File: src/rtl/rvc_pkg.sv
// Shared RV32I / RVC encoding constants and the pack-buffer state type
// used by the compressor and the word packer.
package rvc_pkg;

  localparam logic [6:0] OPC_OP     = 7'b0110011;
  localparam logic [6:0] OPC_OP_IMM = 7'b0010011;
  localparam logic [6:0] OPC_LOAD   = 7'b0000011;
  localparam logic [6:0] OPC_STORE  = 7'b0100011;
  localparam logic [6:0] OPC_LUI    = 7'b0110111;
  localparam logic [6:0] OPC_JALR   = 7'b1100111;

  localparam logic [2:0] F3_ADD = 3'b000;
  localparam logic [2:0] F3_SLL = 3'b001;
  localparam logic [2:0] F3_W   = 3'b010;
  localparam logic [2:0] F3_XOR = 3'b100;
  localparam logic [2:0] F3_SRL = 3'b101;
  localparam logic [2:0] F3_OR  = 3'b110;
  localparam logic [2:0] F3_AND = 3'b111;

  localparam logic [6:0] F7_ZERO = 7'b0000000;
  localparam logic [6:0] F7_ALT  = 7'b0100000;

  localparam logic [1:0] CQ0 = 2'b00;
  localparam logic [1:0] CQ1 = 2'b01;
  localparam logic [1:0] CQ2 = 2'b10;

  localparam logic [2:0] CF3_ADDI = 3'b000;
  localparam logic [2:0] CF3_LI   = 3'b010;
  localparam logic [2:0] CF3_LUI  = 3'b011;
  localparam logic [2:0] CF3_MISC = 3'b100;
  localparam logic [2:0] CF3_LW   = 3'b010;
  localparam logic [2:0] CF3_SW   = 3'b110;

  localparam logic [15:0] C_NOP = 16'h0001;

  typedef enum logic {EMPTY, HALF} pack_state_t;

  function automatic logic is_primed(input logic [4:0] r);
    return r[4:3] == 2'b01;
  endfunction

  function automatic logic fits_simm6(input logic [11:0] imm);
    return (imm[11:5] == 7'h00) || (imm[11:5] == 7'h7F);
  endfunction

endpackage

File: src/rtl/rvc_compressor_packer_if.sv
// Instruction, flush and packed-word handshakes of the compressor/packer.
interface rvc_compressor_packer_if;
  logic        in_valid;
  logic        in_ready;
  logic [31:0] in_instr;
  logic        flush_valid;
  logic        flush_ready;
  logic        out_valid;
  logic        out_ready;
  logic [31:0] out_word;

  modport master (
    output in_valid, in_instr, flush_valid, out_ready,
    input  in_ready, flush_ready, out_valid, out_word
  );

  modport slave (
    input  in_valid, in_instr, flush_valid, out_ready,
    output in_ready, flush_ready, out_valid, out_word
  );
endinterface

File: src/rtl/rvc_compressor.sv
// Combinational RV32I -> RVC encoder; ok=0 means the instruction has no
// 16-bit equivalent and must be emitted as-is.
module rvc_compressor
  import rvc_pkg::*;
#(
  parameter int EN_SP_FORMS = 1
) (
  input  logic [31:0] instr,
  output logic [15:0] c16,
  output logic        ok
);

  logic [6:0]  opcode, funct7;
  logic [4:0]  rd, rs1, rs2;
  logic [2:0]  funct3;
  logic [11:0] imm_i, imm_s;
  logic [19:0] imm_u;
  logic        sp_en, ca_regs;

  assign opcode  = instr[6:0];
  assign rd      = instr[11:7];
  assign funct3  = instr[14:12];
  assign rs1     = instr[19:15];
  assign rs2     = instr[24:20];
  assign funct7  = instr[31:25];
  assign imm_i   = instr[31:20];
  assign imm_s   = {instr[31:25], instr[11:7]};
  assign imm_u   = instr[31:12];
  assign sp_en   = (EN_SP_FORMS != 0);
  assign ca_regs = is_primed(rd) && (rs1 == rd) && is_primed(rs2);

  always_comb begin
    c16 = 16'h0000;
    ok  = 1'b0;
    case (opcode)
      OPC_OP_IMM: begin
        case (funct3)
          F3_ADD: begin
            if (rd == 5'd0 && rs1 == 5'd0 && imm_i == 12'd0) begin
              c16 = C_NOP;
              ok  = 1'b1;
            end else if (rd != 5'd0 && rs1 == rd && imm_i != 12'd0 && fits_simm6(imm_i)) begin
              c16 = {CF3_ADDI, imm_i[5], rd, imm_i[4:0], CQ1};
              ok  = 1'b1;
            end else if (rd != 5'd0 && rs1 == 5'd0 && fits_simm6(imm_i)) begin
              c16 = {CF3_LI, imm_i[5], rd, imm_i[4:0], CQ1};
              ok  = 1'b1;
            end else if (sp_en && rd == 5'd2 && rs1 == 5'd2 && imm_i != 12'd0 &&
                         imm_i[3:0] == 4'd0 && (imm_i[11:9] == 3'b000 || imm_i[11:9] == 3'b111)) begin
              c16 = {CF3_LUI, imm_i[9], 5'd2, imm_i[4], imm_i[6], imm_i[8:7], imm_i[5], CQ1};
              ok  = 1'b1;
            end else if (sp_en && rs1 == 5'd2 && is_primed(rd) && imm_i != 12'd0 &&
                         imm_i[1:0] == 2'b00 && imm_i[11:10] == 2'b00) begin
              c16 = {CF3_ADDI, imm_i[5:4], imm_i[9:6], imm_i[2], imm_i[3], rd[2:0], CQ0};
              ok  = 1'b1;
            end
          end
          F3_SLL: begin
            if (funct7 == F7_ZERO && rd != 5'd0 && rs1 == rd && rs2 != 5'd0) begin
              c16 = {CF3_ADDI, 1'b0, rd, rs2, CQ2};
              ok  = 1'b1;
            end
          end
          F3_SRL: begin
            if ((funct7 == F7_ZERO || funct7 == F7_ALT) && is_primed(rd) && rs1 == rd && rs2 != 5'd0) begin
              c16 = {CF3_MISC, 1'b0, 1'b0, funct7[5], rd[2:0], rs2, CQ1};
              ok  = 1'b1;
            end
          end
          F3_AND: begin
            if (is_primed(rd) && rs1 == rd && fits_simm6(imm_i)) begin
              c16 = {CF3_MISC, imm_i[5], 2'b10, rd[2:0], imm_i[4:0], CQ1};
              ok  = 1'b1;
            end
          end
          default: ;
        endcase
      end
      OPC_OP: begin
        if (funct7 == F7_ALT && funct3 == F3_ADD && ca_regs) begin
          c16 = {CF3_MISC, 1'b0, 2'b11, rd[2:0], 2'b00, rs2[2:0], CQ1};
          ok  = 1'b1;
        end else if (funct7 == F7_ZERO) begin
          case (funct3)
            F3_ADD: begin
              if (rd != 5'd0 && rs2 != 5'd0 && rs1 == 5'd0) begin
                c16 = {CF3_MISC, 1'b0, rd, rs2, CQ2};
                ok  = 1'b1;
              end else if (rd != 5'd0 && rs2 != 5'd0 && rs1 == rd) begin
                c16 = {CF3_MISC, 1'b1, rd, rs2, CQ2};
                ok  = 1'b1;
              end
            end
            F3_XOR, F3_OR, F3_AND: begin
              if (ca_regs) begin
                // funct3 100/110/111 map onto the CA sub-op codes 01/10/11
                c16 = {CF3_MISC, 1'b0, 2'b11, rd[2:0], funct3[1] | ~funct3[0] ? {funct3[1], funct3[0] | ~funct3[1]} : 2'b01, rs2[2:0], CQ1};
                ok  = 1'b1;
              end
            end
            default: ;
          endcase
        end
      end
      OPC_LUI: begin
        if (rd != 5'd0 && rd != 5'd2 && imm_u != 20'd0 &&
            (imm_u[19:5] == 15'h0000 || imm_u[19:5] == 15'h7FFF)) begin
          c16 = {CF3_LUI, imm_u[5], rd, imm_u[4:0], CQ1};
          ok  = 1'b1;
        end
      end
      OPC_JALR: begin
        if (funct3 == 3'b000 && imm_i == 12'd0 && rs1 != 5'd0 && (rd == 5'd0 || rd == 5'd1)) begin
          c16 = {CF3_MISC, rd[0], rs1, 5'd0, CQ2};
          ok  = 1'b1;
        end
      end
      OPC_LOAD: begin
        if (funct3 == F3_W && imm_i[1:0] == 2'b00) begin
          if (sp_en && rs1 == 5'd2 && rd != 5'd0 && imm_i[11:8] == 4'd0) begin
            c16 = {CF3_LW, imm_i[5], rd, imm_i[4:2], imm_i[7:6], CQ2};
            ok  = 1'b1;
          end else if (is_primed(rs1) && is_primed(rd) && imm_i[11:7] == 5'd0) begin
            c16 = {CF3_LW, imm_i[5:3], rs1[2:0], imm_i[2], imm_i[6], rd[2:0], CQ0};
            ok  = 1'b1;
          end
        end
      end
      OPC_STORE: begin
        if (funct3 == F3_W && imm_s[1:0] == 2'b00) begin
          if (sp_en && rs1 == 5'd2 && imm_s[11:8] == 4'd0) begin
            c16 = {CF3_SW, imm_s[5:2], imm_s[7:6], rs2, CQ2};
            ok  = 1'b1;
          end else if (is_primed(rs1) && is_primed(rs2) && imm_s[11:7] == 5'd0) begin
            c16 = {CF3_SW, imm_s[5:3], rs1[2:0], imm_s[2], imm_s[6], rs2[2:0], CQ0};
            ok  = 1'b1;
          end
        end
      end
      default: ;
    endcase
  end

endmodule

File: src/rtl/rvc_compressor_packer.sv
// Compresses an RV32I stream and packs 16/32-bit parcels into little-endian
// 32-bit words through a single-entry output register.
module rvc_compressor_packer
  import rvc_pkg::*;
#(
  parameter int CNT_W       = 16,
  parameter int EN_SP_FORMS = 1
) (
  input  logic                 clk,
  input  logic                 rst,
  rvc_compressor_packer_if.slave bus,
  output logic                 half_pending,
  output logic [CNT_W-1:0]     cnt_total,
  output logic [CNT_W-1:0]     cnt_compressed
);

  pack_state_t state_reg, state_next;
  logic [15:0] pend_reg, pend_next;
  logic        out_valid_reg, out_valid_next;
  logic [31:0] out_word_reg, out_word_next;
  logic [15:0] c16;
  logic        ok;
  logic        slot_free, in_fire, flush_fire;
  logic [1:0]  cnt_inc;
  logic [CNT_W-1:0] cnt_reg [2];

  rvc_compressor #(.EN_SP_FORMS(EN_SP_FORMS)) u_enc (
    .instr (bus.in_instr),
    .c16   (c16),
    .ok    (ok)
  );

  assign slot_free       = !out_valid_reg || bus.out_ready;
  assign bus.in_ready    = slot_free;
  assign bus.flush_ready = slot_free && !bus.in_valid;
  assign bus.out_valid   = out_valid_reg;
  assign bus.out_word    = out_word_reg;
  assign in_fire         = bus.in_valid && slot_free;
  assign flush_fire      = bus.flush_valid && slot_free && !bus.in_valid;
  assign half_pending    = (state_reg == HALF);

  always_comb begin
    state_next     = state_reg;
    pend_next      = pend_reg;
    out_valid_next = out_valid_reg && !bus.out_ready;
    out_word_next  = out_word_reg;
    if (in_fire) begin
      if (state_reg == EMPTY) begin
        if (ok) begin
          pend_next  = c16;
          state_next = HALF;
        end else begin
          out_word_next  = bus.in_instr;
          out_valid_next = 1'b1;
        end
      end else begin
        out_valid_next = 1'b1;
        if (ok) begin
          out_word_next = {c16, pend_reg};
          state_next    = EMPTY;
        end else begin
          // the upper half of a straddling 32-bit instruction stays pending
          out_word_next = {bus.in_instr[15:0], pend_reg};
          pend_next     = bus.in_instr[31:16];
        end
      end
    end else if (flush_fire && state_reg == HALF) begin
      out_word_next  = {C_NOP, pend_reg};
      out_valid_next = 1'b1;
      state_next     = EMPTY;
    end
  end

  always_ff @(posedge clk) begin
    if (rst) begin
      state_reg     <= EMPTY;
      pend_reg      <= 16'h0000;
      out_valid_reg <= 1'b0;
      out_word_reg  <= 32'h0000_0000;
    end else begin
      state_reg     <= state_next;
      pend_reg      <= pend_next;
      out_valid_reg <= out_valid_next;
      out_word_reg  <= out_word_next;
    end
  end

  assign cnt_inc = {in_fire && ok, in_fire};

  generate
    for (genvar gi = 0; gi < 2; gi++) begin : g_cnt
      always_ff @(posedge clk) begin
        if (rst) begin
          cnt_reg[gi] <= '0;
        end else if (cnt_inc[gi] && cnt_reg[gi] != {CNT_W{1'b1}}) begin
          cnt_reg[gi] <= cnt_reg[gi] + 1'b1;
        end
      end
    end
  endgenerate

  assign cnt_total      = cnt_reg[0];
  assign cnt_compressed = cnt_reg[1];

endmodule

File: src/flat_wrapper.sv
// flat-port wrapper written by rule: the top's interface ports become plain ports
module rvc_compressor_packer_flat import rvc_pkg::*;
#(
  parameter int CNT_W       = 16,
  parameter int EN_SP_FORMS = 1
)
  (clk, rst, half_pending, cnt_total, cnt_compressed, bus_in_valid, bus_in_instr, bus_flush_valid, bus_out_ready, bus_in_ready, bus_flush_ready, bus_out_valid, bus_out_word);
  rvc_compressor_packer_if bus_i ();
  input  logic clk;
  input  logic rst;
  output logic half_pending;
  output logic [CNT_W-1:0] cnt_total;
  output logic [CNT_W-1:0] cnt_compressed;
  input wire logic [$bits(bus_i.in_valid)-1:0] bus_in_valid;
  input wire logic [$bits(bus_i.in_instr)-1:0] bus_in_instr;
  input wire logic [$bits(bus_i.flush_valid)-1:0] bus_flush_valid;
  input wire logic [$bits(bus_i.out_ready)-1:0] bus_out_ready;
  output wire logic [$bits(bus_i.in_ready)-1:0] bus_in_ready;
  output wire logic [$bits(bus_i.flush_ready)-1:0] bus_flush_ready;
  output wire logic [$bits(bus_i.out_valid)-1:0] bus_out_valid;
  output wire logic [$bits(bus_i.out_word)-1:0] bus_out_word;
  assign bus_i.in_valid = bus_in_valid;
  assign bus_i.in_instr = bus_in_instr;
  assign bus_i.flush_valid = bus_flush_valid;
  assign bus_i.out_ready = bus_out_ready;
  assign bus_in_ready = bus_i.in_ready;
  assign bus_flush_ready = bus_i.flush_ready;
  assign bus_out_valid = bus_i.out_valid;
  assign bus_out_word = bus_i.out_word;
  rvc_compressor_packer #(.CNT_W(CNT_W), .EN_SP_FORMS(EN_SP_FORMS)) u_core (.clk(clk), .rst(rst), .bus(bus_i), .half_pending(half_pending), .cnt_total(cnt_total), .cnt_compressed(cnt_compressed));
endmodule
File: config.mk
export PLATFORM = sky130hd
export DESIGN_NAME = rvc_compressor_packer_flat
export DESIGN_NICKNAME = d
export VERILOG_FILES = /design/src/rtl/rvc_pkg.sv /design/src/rtl/rvc_compressor_packer_if.sv /design/src/rtl/rvc_compressor.sv /design/src/rtl/rvc_compressor_packer.sv /design/src/flat_wrapper.sv
export SDC_FILE = /design/constraint.sdc
export NUM_CORES = 1
export LEC_CHECK = 0
export ABC_AREA = 1
export ABC_CLOCK_PERIOD_IN_PS = 4300
export CAP_MARGIN = 15
export CORE_ASPECT_RATIO = 0.6
export CORE_MARGIN = 3
export CORE_UTILIZATION = 50
export CTS_CLUSTER_SIZE = 8
export DETAILED_ROUTE_END_ITERATION = 12
export GPL_ROUTABILITY_DRIVEN = 0
export PLACE_DENSITY = 0.82
export SETUP_SLACK_MARGIN = 0.05
export SYNTH_ARGS = -nofsm -noshare
export SYNTH_HDL_FRONTEND = slang
export SYNTH_SLANG_ARGS = --single-unit
File: constraint.sdc
create_clock -name clk -period 4.3 [get_ports clk]
set_clock_uncertainty 0.05 [all_clocks]
set_input_delay 0.86 -clock clk [delete_from_list [all_inputs] [get_ports clk]]
set_output_delay 0.86 -clock clk [all_outputs]
set_load 0.01 [all_outputs]
### Word level (Yosys, flattened, before mapping)

Memories as Yosys holds them, arrays and structs flattened.
Index checks and enable logic that the tools add are counted.

* bits in writable memories: 32
* register bits: 50
* memories: 1
* output and inout bits: 68
* bits of input ports: 37
* word-level logic and storage cells: 202

* bitwise gates (word level): 6
* reduce and logical (&&, ||, !) cells: 85
* add/subtract/negate cells: 2
* eq/ne operators: 28
* muxes and demuxes: 76

Memory list
* u_core.cnt_reg: depth 2, width 16, rd ports 2, clocked after Yosys merged registers in 0, wr ports 2, line rvc_compressor_packer.sv:25 `logic [CNT_W-1:0] cnt_reg [2];`

Operator list (number)
* $mux 16: 16
* $mux 32: 5
* $mux 15: 8
* $pmux 16 s6: 1
* $pmux 16 s4: 1
* $logic_and 1x1->1: 53
* $mux 1: 38
* $add 16x1->16 const B: 2
* $ne 16x16->1 const B: 2
* $pmux 16 s2: 1
* $eq 7x6->1 const B: 4
* $reduce_bool 20->1: 1
* $eq 15x15->1 const B: 1
* $eq 3x3->1 const B: 5
* $logic_not 15->1: 1
* $logic_not 5->1: 3
* $reduce_bool 5->1: 3
* $eq 7x7->1 const B: 2
* $mux 13: 1
* $logic_not 12->1: 1
* $mux 12: 1
* $reduce_bool 12->1: 1
* $eq 5x2->1 const B: 2
* $logic_not 4->1: 2
* other kinds (25): 42

### Logic depth before layout (Yosys ltp)

* depth after elaboration: 18
* mapped depth: 21
* mapped depth without buffers: 19

### Cells and area by module

Synthesis repeated with hierarchy kept, for this count alone.

* cell total of the unflattened synthesis: 1028
* area total of the unflattened synthesis: 6473.7 sq um

By module, submodules not included
* rvc_compressor_packer: area an instance 4663.2 sq um, cells each 655, sequential area each 1961.9 sq um, times used 1
* rvc_compressor: area an instance 1810.5 sq um, cells each 373, sequential area each 0.0 sq um, times used 1

### Least setup slack after synthesis

No wires, ideal clock.

* kind: input to register
* start point: input bus_in_instr[19]
* end point: memory u_core.cnt_reg[1][0], enable pin
* setup time: 0.291 ns
* data arrival time: 2.610 ns
* setup slack: 1.349 ns
* cell stages on the path: 13
* cell sequence: buf_4 > nor2_2 > nand3_1 > nor2_1 > nand3_2 > nand3_2 > nand3_1 > nor2_1 > nand3_2 > nor2_4 > buf_6 > nor3_2 > or2_2

RTL lines
* from (decl): line flat_wrapper.sv:15 `input wire logic [$bits(bus_i.in_instr)-1:0] bus_in_instr;`
* to (decl): line rvc_compressor_packer.sv:25

### Worst setup path in the final report

* start point: input bus_in_instr[17]
* end point: register u_core.out_word_reg[15] (netlist: u_core.bus.out_word[15])

* cells in the longest elaborated chain, start to end: 14
* elaborated cells on any way between the ends: 64
* classes of those cells: eq/ne (4); mux (22); reduce/logical (38)

RTL lines
* $eq 5x2->1
* $logic_and 1x1->1 (3 in a row): line rvc_compressor.sv:52 `end else if (sp_en && rs1 == 5'd2 && is_primed(rd) && imm_i != 12'd0 &&`
* $logic_and 1x1->1: line rvc_compressor.sv:53 `imm_i[1:0] == 2'b00 && imm_i[11:10] == 2'b00) begin`
* $mux 1: line rvc_compressor.sv:52
* $mux 1: line rvc_compressor.sv:48 `end else if (sp_en && rd == 5'd2 && rs1 == 5'd2 && imm_i != 12'd0 &&`
* $mux 1: line rvc_compressor.sv:45 `end else if (rd != 5'd0 && rs1 == 5'd0 && fits_simm6(imm_i)) begin`
* $mux 1: line rvc_compressor.sv:42 `end else if (rd != 5'd0 && rs1 == rd && imm_i != 12'd0 && fits_simm6(imm_i)) begin`
* $mux 1: line rvc_compressor.sv:39 `if (rd == 5'd0 && rs1 == 5'd0 && imm_i == 12'd0) begin`
* $pmux 1 s4: line rvc_compressor.sv:37 `case (funct3)`
* $pmux 1 s6 *: line rvc_compressor.sv:35 `case (opcode)`
* $ne 3x2->1 (no source line) *
* $reduce_and 2->1 (no source line) *
* to (signal assigned): line rvc_compressor_packer.sv:84 `out_word_reg <= out_word_next;`
* to (decl): line rvc_compressor_packer.sv:20 `logic [31:0] out_word_reg, out_word_next;`

Mark *: on every way between the ends. The rest lies on a longest branch, timed or not.
A chain may end at the register's enable or synchronous reset.

==> flow_summary.toml <==
[outcome]
run_status = "finished, violations left"
violations = "DRC"

[power]
vdd_drop_max_uv = 248.4
power_report.internal_total_mw = 1.508
netSwitchingFraction_pct = 27.56
share_comb_of_total_power_pct = 19.0
clock_power_share_pct = 38.8
p_leak_nw = 3.627
cellPowerDensity_nw_per_um2 = 255.9
seq_power_share_pct = 42.1
p_sw_mw = 0.5737

[cts]
cts_num_sinks = 82
cts_buffers = 9
cts-resized-gates = 0
worst_skew_late_latency_ns = 0.34
clk_pin_slew_ns = 0.06
cts_root_buffer = "sky130_fd_sc_hd__clkbuf_16"
h_tree_depth = 3
cts.repair_timing.setup_buffer_count = 0
cts_tree = "done"
clk_path_buf_depth = 2
cts_hold_repair.buffers = 0

[detailed_routing]
routed_wire_length_per_instance_um = 18.83
vias = 7786
drcViolationCount = 40
drt-initial-drc-count = 1322
firstDrtPassIters = 13
avgViaCountPerCell = 5.989
detail-route-antenna-nets = 0
postRouteWirelength_mm = 24.47

[die]
die_h_um = 94.21
fp.dieArea_um2 = 14410
die-width_um = 153.0
placementRows = 31
pin_count = 105
core_region_area_um2 = 12370
effective_utilization_at_floorplan_pct = 52.40

[sta]
setup-tns-final_ns = 0
timing.max_slew.rel_slack_pct = 50.26
worst_hold_slack_ns = 0.4058
rsz0062_at_grt = "no"
max_freq_mhz = 244.2
timing.final.crit_share_pct = 95.21
tightestPinTransition_ns = 0.7451
timing_hold_violations_final = 0
final_period_minus_worst_setup_slack_ns = 4.094
report.final.setup_viol = 0
timing_max_transition_violations_final = 0

[hold_path]
timing.hold.worst.class = "reg2reg"

[yosys]
synth_xor_area_share_pct = 2.547
post_synth_num_cell_types = 49
synth_async_sr_flop_share_pct = 0
synth_area_leader_cell = "sky130_fd_sc_hd__nand2_1"
yosys.cell_count.top_type = "sky130_fd_sc_hd__nand2_1"
yosys.area_share.adder_pct = 0.3860
synth-seq-area-share_pct = 30.26
syn_area_per_cell_um2 = 6.369
synth_nets = 1057
synth.cell_area_um2 = 6484
synth-edff-count = 32
synth.area.top_cells = "sky130_fd_sc_hd__nand2_1 17%, sky130_fd_sc_hd__dfxtp_1 15%, sky130_fd_sc_hd__edfxtp_1 15%"
synth.cells.most_frequent = "289 x sky130_fd_sc_hd__nand2_1, 128 x sky130_fd_sc_hd__nor2_1, 102 x sky130_fd_sc_hd__inv_1, 90 x sky130_fd_sc_hd__nand3_1, 50 x sky130_fd_sc_hd__dfxtp_1"
synth_cells = 1018
synth_compound_area_share_pct = 13.22
synth_top_family_by_area = "simple AND/OR/NAND/NOR gates"
synth_top_area_share_pct = 16.73
ys.flop_type = "sky130_fd_sc_hd__dfxtp_1"
synth-warning-count = 0
synth_mux_area_share_pct = 0
post_synthesis_simple_gate_area_fraction_pct = 42.65
ys_seq_elements = 82

[critical_path]
arrival_time_at_the_worst_endpoint_ns = 4.28
critical-path-slowest-cell = "sky130_fd_sc_hd__clkdlybuf4s50_1"
critPathMaxFanout = 23
timing_worst_setup_path_type = "in2reg"
cp_slowest_stage_delay_ns = 0.65
timing.critical_path.mode_cell = "sky130_fd_sc_hd__nand3_2"
worst_ep_required_time_ns = 4.48
type_of_element_capturing_the_critical_path = "register"
critical_path.startpoint_type = "input port"
timing.critical_path.cells = "clkdlybuf4s50_1, nor2_2, nand3_1, nor2_1, nand3_2, nand3_2, nand3_1, nor2_1, nand3_2, nor2_4, buf_4, o21ai_4, buf_4, a211oi_1"

[run]
timing.max_cap.violations = 0

[global_routing]
globalRouteTotalUtil_pct = 32.52
number_of_antenna_violations_at_the_first_check_in_global_routing = 0
grt_pass1_wl_mm = 36.83
vias_in_the_first_global_route = 6822
grt_max_degree = 37
grt_remaining_overflow = 0

[finish]
fin_util_pct = 65.75
areaGrowthSynthToFinish_pct = 25.47
insertedDiodeCount = 0
final_net_count = 1169
design_area_um2 = 8135
drive_gt1_share_pct = 12.25

[place]
detailed_place_hpwl_mm = 18.74
placedInstanceArea_um2 = 7818
placement.io_buffers = 104
==> power by group through the flow <==
stage | clock, mW | combinational, mW | sequential (mW)
6_report | 0.809 | 0.397 | 0.876
5_1_grt | 0.843 | 0.418 | 0.881
4_1_cts | 0.814 | 0.381 | 0.876
3_5_place_dp | 0 | 0.378 | 0.892
3_3_place_gp | 0 | 0.375 | 0.891
2_1_floorplan | 0 | 0.166 | 0.904
==> path summary, 6_finish.rpt <==
path,start,end,slack [ns],depth (start not counted)
setup / recovery,bus_in_instr[17],u_core.bus.out_word[15],0.21,14
hold / removal,u_core.bus.out_word[7],u_core.bus.out_word[7],0.41,2
setup reg to reg,u_core.cnt_reg[1][0],u_core.cnt_reg[1][4],1.63,9
hold reg to reg,u_core.bus.out_word[7],u_core.bus.out_word[7],0.41,2
==> worst max-delay path, delay by kind of cell <==
family | cells | cell delay, ns
buf+inv | 3 | 1.15
simple gates | 9 | 1.89
compound gates | 2 | 0.36
==> metal layers <==
layer,up-vias,share of wire [%],track usage (%)
li1,3541,-,-
met1,3412,42,46.24
met2,683,35,40.99
met3,143,18,18.73
met4,7,3.8,7.709
met5,-,0.51,3.297
==> cells by family (layout without fill, tap and decap cells) <==
kind of cell    Yosys count  in the layout
simple gates            606            606
buf+inv                 170            287
compound gates          140            140
flops                    82             82
xor+xnor                 18             18
fa+ha+maj                 2              2
==> cells in the final DEF (no fill, tap or decap), types with 3 or more instances in the layout <==
cell	netlist	routed
sky130_fd_sc_hd__nor2_4	8	8
sky130_fd_sc_hd__o22ai_1	3	3
sky130_fd_sc_hd__edfxtp_1	32	32
sky130_fd_sc_hd__inv_1	102	102
sky130_fd_sc_hd__a22oi_1	10	10
sky130_fd_sc_hd__a211oi_1	17	17
sky130_fd_sc_hd__a31oi_1	3	3
sky130_fd_sc_hd__nand3_1	90	90
sky130_fd_sc_hd__dfxtp_1	50	50
sky130_fd_sc_hd__clkdlybuf4s50_1	0	104
sky130_fd_sc_hd__buf_4	5	38
sky130_fd_sc_hd__nand2_1	289	289
sky130_fd_sc_hd__inv_2	22	22
sky130_fd_sc_hd__nor2_1	128	128
sky130_fd_sc_hd__o21ai_0	40	40
sky130_fd_sc_hd__xnor2_1	4	4
sky130_fd_sc_hd__a21oi_1	39	39
sky130_fd_sc_hd__xor2_1	13	13
sky130_fd_sc_hd__clkinv_1	3	3
sky130_fd_sc_hd__nand2_2	11	11
sky130_fd_sc_hd__o211ai_1	6	6
sky130_fd_sc_hd__clkbuf_16	0	10
sky130_fd_sc_hd__nand4_1	19	19
sky130_fd_sc_hd__a21oi_2	9	9
sky130_fd_sc_hd__nor3b_1	5	5
sky130_fd_sc_hd__nor3_1	23	23
sky130_fd_sc_hd__nor2_2	12	12
sky130_fd_sc_hd__nand3_2	6	6
sky130_fd_sc_hd__o21ai_1	7	7
==> through the flow <==
stage	cells	power, mW	setup WS, ns
2_1_floorplan	1018	1.070	1.349
3_3_place_gp	1284	1.266	0.2468
3_5_place_dp	1284	1.270	0.1883
4_1_cts	1300	2.071	0.5197
5_1_grt	1300	2.142	0.1869
6_report	1300	2.082	0.2058
==> area by class of cell <==
class,count,area (µm²)
Fill cell,1082,4238
Multi-Input combinational cell,766,3820
Sequential cell,82,1962
Timing Repair Buffer,143,1346
Inverter,128,483.0
Clock buffer,13,271.5
Tap cell,165,206.4
Clock inverter,3,46.29
Note: power is estimated with default switching activity, not from simulation.
